### src/rtl/seq_pattern_tx_pkg.sv
// Shared definitions for the serial pattern transmitter: FSM state encoding
// and the reset pattern fed to the team's sequence-detector blocks.
package seq_pkg;

  typedef enum logic [1:0] {
    ST_IDLE  = 2'd0,
    ST_SHIFT = 2'd1,
    ST_GAP   = 2'd2
  } state_e;

  localparam logic [5:0] PAT_101101 = 6'b101101;

endpackage

### src/rtl/seq_pattern_tx_if.sv
// Control/status bundle of the pattern transmitter; the stimulus source is the
// master and seq_pattern_tx is the slave.
interface seq_pattern_tx_if #(
  parameter int W     = 6,
  parameter int CNT_W = 4
);
  import seq_pkg::*;

  logic             load_pat;
  logic [W-1:0]     pat_in;
  logic             start;
  logic [CNT_W-1:0] rep_in;
  logic             abort;
  logic             x;
  logic             busy;
  logic             frame_done;
  logic             done;

  modport master (
    output load_pat, pat_in, start, rep_in, abort,
    input  x, busy, frame_done, done
  );

  modport slave (
    input  load_pat, pat_in, start, rep_in, abort,
    output x, busy, frame_done, done
  );

endinterface

### src/rtl/seq_pattern_tx_piso.sv
// W-bit parallel-load shift register; MSB is the next pattern bit to send.
module pattern_piso
  import seq_pkg::*;
#(
  parameter int W = 6
) (
  input  logic         clk,
  input  logic         rst,
  input  logic         load_i,
  input  logic         shift_i,
  input  logic [W-1:0] data_i,
  output logic         msb_o
);

  logic [W-1:0] shreg_q;

  always_ff @(posedge clk or negedge rst) begin
    if (!rst) begin
      shreg_q <= '0;
    end else if (load_i) begin
      shreg_q <= data_i;
    end else if (shift_i) begin
      shreg_q <= {shreg_q[W-2:0], 1'b0};
    end
  end

  assign msb_o = shreg_q[W-1];

endmodule

### src/rtl/seq_pattern_tx.sv
// Serial pattern transmitter: sends rep_in frames of the W-bit pattern MSB
// first on x, with an optional idle gap between frames.
module seq_pattern_tx
  import seq_pkg::*;
#(
  parameter int             W           = 6,
  parameter logic [W-1:0]   DEFAULT_PAT = W'(PAT_101101),
  parameter int             CNT_W       = 4,
  parameter int             GAP         = 0,
  parameter logic           IDLE_BIT    = 1'b0
) (
  input logic                clk,
  input logic                rst,
  seq_pattern_tx_if.slave    bus
);

  localparam int IDX_W = $clog2(W);
  localparam int GAP_W = (GAP > 1) ? $clog2(GAP) : 1;
  localparam logic [IDX_W-1:0] IDX_MAX  = IDX_W'(W - 1);
  localparam logic [GAP_W-1:0] GAP_INIT = GAP_W'((GAP > 0) ? GAP - 1 : 0);

  state_e           state_q;
  logic [W-1:0]     pat_q;
  logic [CNT_W-1:0] rep_q;
  logic [CNT_W-1:0] frameCnt_q;
  logic [IDX_W-1:0] bitIdx_q;
  logic [GAP_W-1:0] gapCnt_q;
  logic             x_q;
  logic             busy_q;
  logic             frameDone_q;
  logic             done_q;

  logic [W-1:0]     pat_d;
  logic             startOk;
  logic             lastFrame;
  logic             pisoLoad;
  logic             pisoShift;
  logic [W-1:0]     pisoData;
  logic             pisoMsb;

  // A load in the start cycle takes effect for the burst being started.
  assign pat_d     = bus.load_pat ? bus.pat_in : pat_q;
  assign startOk   = bus.start && (bus.rep_in != '0);
  assign lastFrame = (frameCnt_q + 1'b1) == rep_q;

  // The shifter is always loaded with the pattern minus its MSB, because the
  // MSB goes straight onto x at the same edge.
  always_comb begin
    pisoLoad  = 1'b0;
    pisoShift = 1'b0;
    pisoData  = {pat_q[W-2:0], 1'b0};
    unique case (state_q)
      ST_IDLE: begin
        if (startOk) begin
          pisoLoad = 1'b1;
          pisoData = {pat_d[W-2:0], 1'b0};
        end
      end
      ST_SHIFT: begin
        if (!bus.abort) begin
          if (bitIdx_q != '0) begin
            pisoShift = 1'b1;
          end else if (!lastFrame && (GAP == 0)) begin
            pisoLoad = 1'b1;
          end
        end
      end
      ST_GAP: begin
        if (!bus.abort && (gapCnt_q == '0)) begin
          pisoLoad = 1'b1;
        end
      end
      default: ;
    endcase
  end

  pattern_piso #(.W(W)) u_piso (
    .clk     (clk),
    .rst     (rst),
    .load_i  (pisoLoad),
    .shift_i (pisoShift),
    .data_i  (pisoData),
    .msb_o   (pisoMsb)
  );

  always_ff @(posedge clk or negedge rst) begin
    if (!rst) begin
      state_q     <= ST_IDLE;
      pat_q       <= DEFAULT_PAT;
      rep_q       <= '0;
      frameCnt_q  <= '0;
      bitIdx_q    <= '0;
      gapCnt_q    <= '0;
      x_q         <= IDLE_BIT;
      busy_q      <= 1'b0;
      frameDone_q <= 1'b0;
      done_q      <= 1'b0;
    end else begin
      frameDone_q <= 1'b0;
      done_q      <= 1'b0;
      unique case (state_q)
        ST_IDLE: begin
          if (bus.load_pat) begin
            pat_q <= bus.pat_in;
          end
          if (startOk) begin
            rep_q      <= bus.rep_in;
            frameCnt_q <= '0;
            bitIdx_q   <= IDX_MAX;
            x_q        <= pat_d[W-1];
            busy_q     <= 1'b1;
            state_q    <= ST_SHIFT;
          end
        end
        ST_SHIFT: begin
          if (bus.abort) begin
            state_q <= ST_IDLE;
            x_q     <= IDLE_BIT;
            busy_q  <= 1'b0;
          end else if (bitIdx_q != '0) begin
            x_q         <= pisoMsb;
            bitIdx_q    <= bitIdx_q - 1'b1;
            frameDone_q <= (bitIdx_q == IDX_W'(1));
            done_q      <= (bitIdx_q == IDX_W'(1)) && lastFrame;
          end else begin
            // Bit 0 is on x now: close the frame.
            frameCnt_q <= frameCnt_q + 1'b1;
            if (lastFrame) begin
              state_q <= ST_IDLE;
              x_q     <= IDLE_BIT;
              busy_q  <= 1'b0;
            end else if (GAP == 0) begin
              x_q      <= pat_q[W-1];
              bitIdx_q <= IDX_MAX;
            end else begin
              x_q      <= IDLE_BIT;
              gapCnt_q <= GAP_INIT;
              state_q  <= ST_GAP;
            end
          end
        end
        ST_GAP: begin
          if (bus.abort) begin
            state_q <= ST_IDLE;
            x_q     <= IDLE_BIT;
            busy_q  <= 1'b0;
          end else if (gapCnt_q == '0) begin
            x_q      <= pat_q[W-1];
            bitIdx_q <= IDX_MAX;
            state_q  <= ST_SHIFT;
          end else begin
            gapCnt_q <= gapCnt_q - 1'b1;
          end
        end
        default: begin
          state_q <= ST_IDLE;
          x_q     <= IDLE_BIT;
          busy_q  <= 1'b0;
        end
      endcase
    end
  end

  assign bus.x          = x_q;
  assign bus.busy       = busy_q;
  assign bus.frame_done = frameDone_q;
  assign bus.done       = done_q;

endmodule

### src/flat_wrapper.sv
// flat-port wrapper written by rule: the top's interface ports become plain ports
module seq_pattern_tx_flat import seq_pkg::*;
#(
  parameter int             W           = 6,
  parameter logic [W-1:0]   DEFAULT_PAT = W'(PAT_101101),
  parameter int             CNT_W       = 4,
  parameter int             GAP         = 0,
  parameter logic           IDLE_BIT    = 1'b0
)
  (clk, rst, bus_load_pat, bus_pat_in, bus_start, bus_rep_in, bus_abort, bus_x, bus_busy, bus_frame_done, bus_done);
  seq_pattern_tx_if #(.W(W), .CNT_W(CNT_W)) bus_i ();
  input logic clk;
  input logic rst;
  input wire logic [$bits(bus_i.load_pat)-1:0] bus_load_pat;
  input wire logic [$bits(bus_i.pat_in)-1:0] bus_pat_in;
  input wire logic [$bits(bus_i.start)-1:0] bus_start;
  input wire logic [$bits(bus_i.rep_in)-1:0] bus_rep_in;
  input wire logic [$bits(bus_i.abort)-1:0] bus_abort;
  output wire logic [$bits(bus_i.x)-1:0] bus_x;
  output wire logic [$bits(bus_i.busy)-1:0] bus_busy;
  output wire logic [$bits(bus_i.frame_done)-1:0] bus_frame_done;
  output wire logic [$bits(bus_i.done)-1:0] bus_done;
  assign bus_i.load_pat = bus_load_pat;
  assign bus_i.pat_in = bus_pat_in;
  assign bus_i.start = bus_start;
  assign bus_i.rep_in = bus_rep_in;
  assign bus_i.abort = bus_abort;
  assign bus_x = bus_i.x;
  assign bus_busy = bus_i.busy;
  assign bus_frame_done = bus_i.frame_done;
  assign bus_done = bus_i.done;
  seq_pattern_tx #(.W(W), .DEFAULT_PAT(DEFAULT_PAT), .CNT_W(CNT_W), .GAP(GAP), .IDLE_BIT(IDLE_BIT)) u_core (.clk(clk), .rst(rst), .bus(bus_i));
endmodule
### config.mk
export PLATFORM = sky130hd
export DESIGN_NAME = seq_pattern_tx_flat
export DESIGN_NICKNAME = d
export VERILOG_FILES = /design/src/rtl/seq_pattern_tx_pkg.sv /design/src/rtl/seq_pattern_tx_if.sv /design/src/rtl/seq_pattern_tx_piso.sv /design/src/rtl/seq_pattern_tx.sv /design/src/flat_wrapper.sv
export SDC_FILE = /design/constraint.sdc
export NUM_CORES = 1
export LEC_CHECK = 0
export CORE_MARGIN = 1
export CORE_UTILIZATION = 46
export DETAILED_ROUTE_END_ITERATION = 12
export DONT_BUFFER_PORTS = 1
export PLACE_DENSITY = 0.69
export REMOVE_ABC_BUFFERS = 1
export SLEW_MARGIN = 20
export SYNTH_ARGS = -nofsm -noshare
export SYNTH_HDL_FRONTEND = slang
export SYNTH_SLANG_ARGS = --single-unit
export TNS_END_PERCENT = 20
### constraint.sdc
create_clock -name clk -period 1.95 [get_ports clk]
set_input_delay 0.39 -clock clk [delete_from_list [all_inputs] [get_ports clk]]
set_output_delay 0.39 -clock clk [all_outputs]
set_load 0.01 [all_outputs]
==> Yosys cells after proc, flatten, opt, wreduce, memory -nomap -nowiden <==
Index checks and enable logic that the tools add are counted.
{ "classes": {"addsub": 3, "shifts": 0, "n_mux": 52, "mul": 0, "n_reduce_logical": 17, "order_cmp": 0, "div": 0, "n_bitwise": 2, "n_eq_ne": 14} }
{ "op_table": {"columns": ["operator", "n"], "rows": [
  ["$mux W6", 5],
  ["$mux W1", 26],
  ["$mux W3", 6],
  ["$mux W2", 6],
  ["$mux W4", 3],
  ["$reduce_and A4 Y1", 3],
  ["$ne A2 B2 Y1 const B", 5],
  ["$ne A3 B3 Y1 const B", 3],
  ["$pmux W1 S3", 3],
  ["$pmux W3 S3", 1],
  ["$pmux W4 S2", 1],
  ["$pmux W2 S3", 1],
  ["$reduce_and A2 Y1", 3],
  ["$reduce_and A6 Y1", 1],
  ["$reduce_bool A3 Y1", 2],
  ["$add A4 B1 Y4 const B", 1],
  ["$eq A4 B4 Y1", 1],
  ["$reduce_bool A2 Y1", 2],
  ["$reduce_bool A4 Y1", 1],
  ["$eq A3 B1 Y1 const B", 1],
  ["$logic_and A1 B1 Y1", 3],
  ["$ne A3 B2 Y1 const B", 1],
  ["$sub A3 B1 Y3 const B", 1],
  ["$eq A2 B1 Y1 const B", 1],
  ["other kinds (6)", 7]
]} }
{ "word_totals": {"latchBits": 0, "n_memories": 0, "rom_bits": 0, "mem_bits_rw": 0, "output_inout_bits": 4, "in_bits": 15, "reg_bits": 30} }

==> Longest topological paths before layout <==
Gate-level depths: netlist of run 1.
{ "depth": {"depth_word": 7, "depth_mapped": 6, "ltp_nobuf": 6} }

==> Hierarchy <==
A second synthesis of run 1 with hierarchy kept.
{ "unflattened": {"hier_cells": 114, "hier_area_um2": 1413.9} }
{ "modules_own_cells": {"columns": ["mod", "area_each_um2", "seq_area_each_um2", "n_inst", "cells_per_inst"], "rows": [
  ["seq_pattern_tx", 1138.6, 530.5, 1, 88],
  ["pattern_piso", 275.3, 150.1, 1, 26]
]} }

==> Least setup slack after synthesis of run 1 <==
No wires, ideal clock.
{ "synth_path": {"path_type": "register to register", "start": "register u_core.frameCnt_q[0]", "end": "register u_core.x_q (netlist: u_core.bus.x)", "setup_ns": 0.130, "required_time_ns": 1.820, "t_arrival_ns": 1.658, "path_stages_with_launch": 7, "path_slack_ns": 0.161, "path_cell_list": "dfrtp_1 ha_1 xnor3_1 nand3_1 o21a_1 a221oi_1 a21oi_1"} }
{ "synth_via": {"elab_chain_cells": 6} }
{ "synth_rtl": {"columns": ["element", "line", "text"], "rows": [
  ["from (decl)", "seq_pattern_tx.sv:25", "logic [CNT_W-1:0] frameCnt_q;"],
  ["from (signal assigned)", "seq_pattern_tx.sv:127", "frameCnt_q <= frameCnt_q + 1'b1;"],
  ["$add A4 B1 Y4", "seq_pattern_tx.sv:44", "assign lastFrame = (frameCnt_q + 1'b1) == rep_q;"],
  ["$eq A4 B4 Y1", "seq_pattern_tx.sv:44", null],
  ["$mux W1", "seq_pattern_tx.sv:128", "if (lastFrame) begin"],
  ["$mux W1", "seq_pattern_tx.sv:120", "end else if (bitIdx_q != '0) begin"],
  ["$mux W1", "seq_pattern_tx.sv:116", "if (bus.abort) begin"],
  ["$pmux W1 S3", "seq_pattern_tx.sv:101", "unique case (state_q)"],
  ["to (signal assigned)", "seq_pattern_tx.sv:110", "x_q <= pat_d[W-1];"],
  ["to (signal assigned)", "seq_pattern_tx.sv:121", "x_q <= pisoMsb;"],
  ["to (signal assigned)", "seq_pattern_tx.sv:133", "x_q <= pat_q[W-1];"],
  ["to (decl)", "seq_pattern_tx.sv:28", "logic x_q;"]
]} }
No other way between the ends.
A chain may end at the register's enable or synchronous reset.

==> Final worst setup path of run 1 <==
Ends and elaborated chain as after synthesis.

==> results.txt, run 1 <==
The run gives 50.6% as the initial standard-cell utilization of the core. Power spread over the standard cell area amounts to 1010 nW/um^2. The worst max-slew margin expressed relative to the limit is 74.6%. Counting flops and latches in the post-synthesis netlist gives 26. The instance count of the mapped netlist is 114. The initial antenna violation count is 0. The top routing layer in use was met4. The worst hold path belongs to the class input port to flip-flop. The post-synthesis share of cell area spent on and, or, nand and nor gates was 15.8%. For the pin with the worst max-slew slack, the measured transition is 378 ps. The synthesis-to-finish area growth is 13.8%, and the clock slew seen by the registers of the worst setup and hold paths is 140 ps. Of all nets on the critical path, the largest fanout is 6. Walking the worst path, the cells encountered are ha_1 > xnor2_2 > nand3_2 > o21a_4 > a221oi_1 > a21oi_1. The portion of synthesized area spent on multiplexers is 10.9%. The filler cells instantiated in the layout total 222.

The post-route netlist has 30.4% of its cells at a drive strength greater than 1. The first-pass GRT wire length came out at 4080 um. For this run the aggregate overflow at the end of global routing stands at 0. The met1 layer wirelength in the final routing is 1170 um, and the total die area is 3070 um^2. The number of failing hold endpoints at the final stage was 0; the adder and majority cell fraction of the synthesized area was 0.955%.

The largest stage delay on the critical path was 420 ps. The cell area after technology mapping was 1310 um^2. Setup repair after global routing left no endpoint under its margin. Each instance of the synthesized netlist takes up on average 11.5 um^2. The run gives 5.79 ps as the clock tree skew after final layout. The tools report the number of global-route vias before repair as 827. The tools report the CTS root buffer as sky130_fd_sc_hd__clkbuf_4. The number of synthesis warnings was 0.

Wires add up to 2430 um. The residual antenna-violating net count after detailed routing was 0; the count of H-tree levels built during CTS was 1. STA classifies the critical path startpoint as a flip-flop.

Compound-gate portion of the synthesized area: 15.3%. TritonCTS built the clock tree. Height of the die: 55.4 um. The slowest stage of the critical path belongs to the cell sky130_fd_sc_hd__dfrtp_1.

For this run, the post-layout net count is 142. After synthesis, the largest family of logic cells by area is simple AND/OR/NAND/NOR gates. The tools report the sequential fraction of the synthesis area as 50.0%. 0 antenna diodes ended up in the layout. Summing all non-filler instances in the final layout gives an area of 1490 um^2. Summing over every cut layer, the via total after detailed routing is 915. The critical path data arrival time is 2050 ps. The global-route usage over all layers was 16.6%.

In this run the cell area measured after placement is 1380 um^2. Maximum ir drop on the vdd rail: 0.744 mV. The first routing iteration left 17 violations. Maximum count of clock buffers along a single path: 2.

The flow ran to the end, and the final reports show no timing, DRC or antenna violations. CTS saw 26 sinks. Counting the buffers created by CTS gives 3. After floorplanning, the core was sized to cover 2590 um^2. Adding up every negative setup slack in the final design gives 0 ps. The wire-length estimate of the detail-placed layout is 1770 um. The number of placement rows is 18, and the count of input and output buffers is 0. Setup violations remaining at the end of the flow were counted as 0. The congestion estimate from routability-driven global placement came to 0.774. At the end of the flow the core is filled with cells to 57.6%. The length of the first detailed-routing pass in iterations was 4. The count of distinct cell types in the synthesized netlist is 38. Amount of wire on met3 after detailed routing: 147 um.

After Yosys synthesis, XOR and XNOR cells account for 5.06% of the synthesized area. The period utilization came out at 94.0%. The critical path class was flip-flop to flip-flop.

For this run, the top clock speed supported by timing is 0.545 GHz. During I/O placement, the number of pins put on the boundary was 19. Subtracting the final worst setup slack from the clock period gives 1830 ps. The static leakage is 0.000650 uW.

The endpoint class of the critical path was a flip-flop. The sum of met2 wire segment lengths after detailed routing was 1100 um; the max-slew violation count was 0. Dividing the detail-routed via count by the number of cells gives 5.90. The logs give 27 for the maximum number of pins on one net before global-route repair and 2170 ps for the required time of the critical path. The insertion delay of the later-clocked pin in the worst-skew pair is 330 ps, and the floorplan die width is 55.4 um.

After detailed routing, the average wire length per cell comes to 15.7 um. The tools report the post-detailed-route DRC marker count as 0. The run gives 0 as the number of maximum-capacitance constraint violations.
## worst max-delay path: cells and delay by family (launching register included)
| kind | cells | cell delay (ps) |
|---|---|---|
| xor gates and xnor gates | 1 | 220 |
| DFF | 1 | 420 |
| and+or+nand+nor | 1 | 140 |
| AOI/OAI and AO/OA | 3 | 610 |
| adders and majority gates | 1 | 350 |
## where the power goes
| part | internal, uW | total (uW) | switching (uW) | leakage, uW |
|---|---|---|---|---|
| combinational | 195 | 364 | 169 | 0.000308 |
| clock | 208 | 372 | 164 | 0.0000279 |
| sequential | 671 | 777 | 106 | 0.000314 |
## cell type report
type                            count  area [um^2]  area share, %
Clock buffer                        3         22.5           1.51
Sequential cell                    26          656           44.0
Multi-Input combinational cell     83          648           43.5
Clock inverter                      1         30.0           2.01
Tap cell                           30         37.5           2.52
Timing Repair Buffer               10         90.1           6.04
Inverter                            2         7.51          0.503
## logic make-up (layout without fill, tap and decap cells)
| kind of cell | Yosys count | count (layout) |
|---|---|---|
| AND/OR/NAND/NOR | 36 | 36 |
| AO/OA/AOI/OAI | 27 | 27 |
| flip-flops | 26 | 26 |
| multiplexers | 13 | 13 |
| XOR/XNOR | 6 | 6 |
| buffers and inverters | 5 | 16 |
| adder cells (fa/ha/maj) | 1 | 1 |
## per-layer routing
| layer | vias to the layer above | GRT usage (%) |
|---|---|---|
| met3 | 2 | 5.62 |
| li1 | 442 | - |
| met1 | 449 | 24.7 |
| met4 | 0 | 2.14 |
| met5 | - | 0 |
| met2 | 22 | 24.3 |
## sequential cells by signal (all words and copies together) (netlist names)
name                   count
u_core.u_piso.shreg_q      5
u_core.bus.x               1
u_core.bus.frame_done      1
u_core.rep_q               4
u_core.bitIdx_q            3
u_core.pat_q               6
u_core.frameCnt_q          4
u_core.bus.done            1
u_core.bus.busy            1
## cells in the final DEF (no fill, tap or decap), drive strengths merged, types with 3 or more instances in the layout
cell / count
nand2: 11
o21bai: 3
mux2i: 3
nand3: 3
buf: 9
nor2: 7
xnor2: 3
dfstp: 4
mux2: 10
or2: 3
dfrtp: 22
o21ai: 6
a21oi: 6
clkbuf: 3
a32o: 3
## through the flow
step                      hold slack [ps]  setup WS, ps  total power (uW)  std cells
after floorplan                      94.4           161              1020        111
after global placement               95.2          52.1              1100        148
after detailed placement             95.1          31.9              1110        148
after CTS                             187          19.3              1500        154
after global routing                  179          31.0              1600        155
final                                 203           117              1510        155
## synth_stat cells
cell,instances,area [um^2]
sky130_fd_sc_hd__a21oi_1,6,30.0
sky130_fd_sc_hd__a221o_1,1,10.0
sky130_fd_sc_hd__a221oi_1,1,8.76
sky130_fd_sc_hd__a22o_1,2,17.5
sky130_fd_sc_hd__a31oi_1,1,6.26
sky130_fd_sc_hd__a32o_1,3,30.0
sky130_fd_sc_hd__and2_1,1,6.26
sky130_fd_sc_hd__and3b_4,1,12.5
sky130_fd_sc_hd__buf_6,1,11.3
sky130_fd_sc_hd__clkbuf_1,2,7.51
sky130_fd_sc_hd__dfrtp_1,22,551
sky130_fd_sc_hd__dfstp_2,4,105
sky130_fd_sc_hd__ha_1,1,12.5
sky130_fd_sc_hd__inv_1,2,7.51
sky130_fd_sc_hd__mux2_2,10,113
sky130_fd_sc_hd__mux2i_1,3,30.0
sky130_fd_sc_hd__nand2_1,11,41.3
sky130_fd_sc_hd__nand2b_1,1,6.26
sky130_fd_sc_hd__nand3_1,3,15.0
sky130_fd_sc_hd__nand3b_1,1,7.51
sky130_fd_sc_hd__nor2_1,7,26.3
sky130_fd_sc_hd__nor2b_1,1,6.26
sky130_fd_sc_hd__nor3_1,2,10.0
sky130_fd_sc_hd__nor4_1,1,6.26
sky130_fd_sc_hd__nor4_4,1,21.3
sky130_fd_sc_hd__o21a_1,1,7.51
sky130_fd_sc_hd__o21ai_0,6,30.0
sky130_fd_sc_hd__o21bai_1,3,22.5
sky130_fd_sc_hd__o2bb2ai_1,1,8.76
sky130_fd_sc_hd__o31ai_1,1,7.51
sky130_fd_sc_hd__o31ai_4,1,21.3
sky130_fd_sc_hd__or2_2,3,18.8
sky130_fd_sc_hd__or4_1,1,7.51
sky130_fd_sc_hd__or4_4,1,11.3
sky130_fd_sc_hd__or4b_2,1,10.0
sky130_fd_sc_hd__xnor2_1,3,26.3
sky130_fd_sc_hd__xnor3_1,1,22.5
sky130_fd_sc_hd__xor2_1,2,17.5
## path summary, 6_finish.rpt
path,startpoint,end,slack [ps],depth (start not counted)
max,u_core.frameCnt_q[0],u_core.bus.x,120,6
min,bus_start,u_core.bus.x,200,2
max reg2reg,u_core.frameCnt_q[0],u_core.bus.x,120,6
min reg2reg,u_core.u_piso.shreg_q[1],u_core.u_piso.shreg_q[1],510,1
max in group asynchronous,rst,u_core.pat_q[2],1240,2
min in group asynchronous,rst,u_core.frameCnt_q[3],470,2
## timing repair
action / 4_1_cts / 5_1_grt
resized for setup: 0 / 5
setup buffers: 0 / 1
hold buffers: 2 / 0
endpoints found under the hold margin: 26 / 0
endpoints found under the setup margin: 0 / 5
Note: power is estimated with default switching activity, not from simulation.
==> run 2: changes to the inputs <==
SLEW_MARGIN = 25   (was 20)
==> results of run 2 <==
The final DEF is identical to that of run 1; final timing and power are the same.
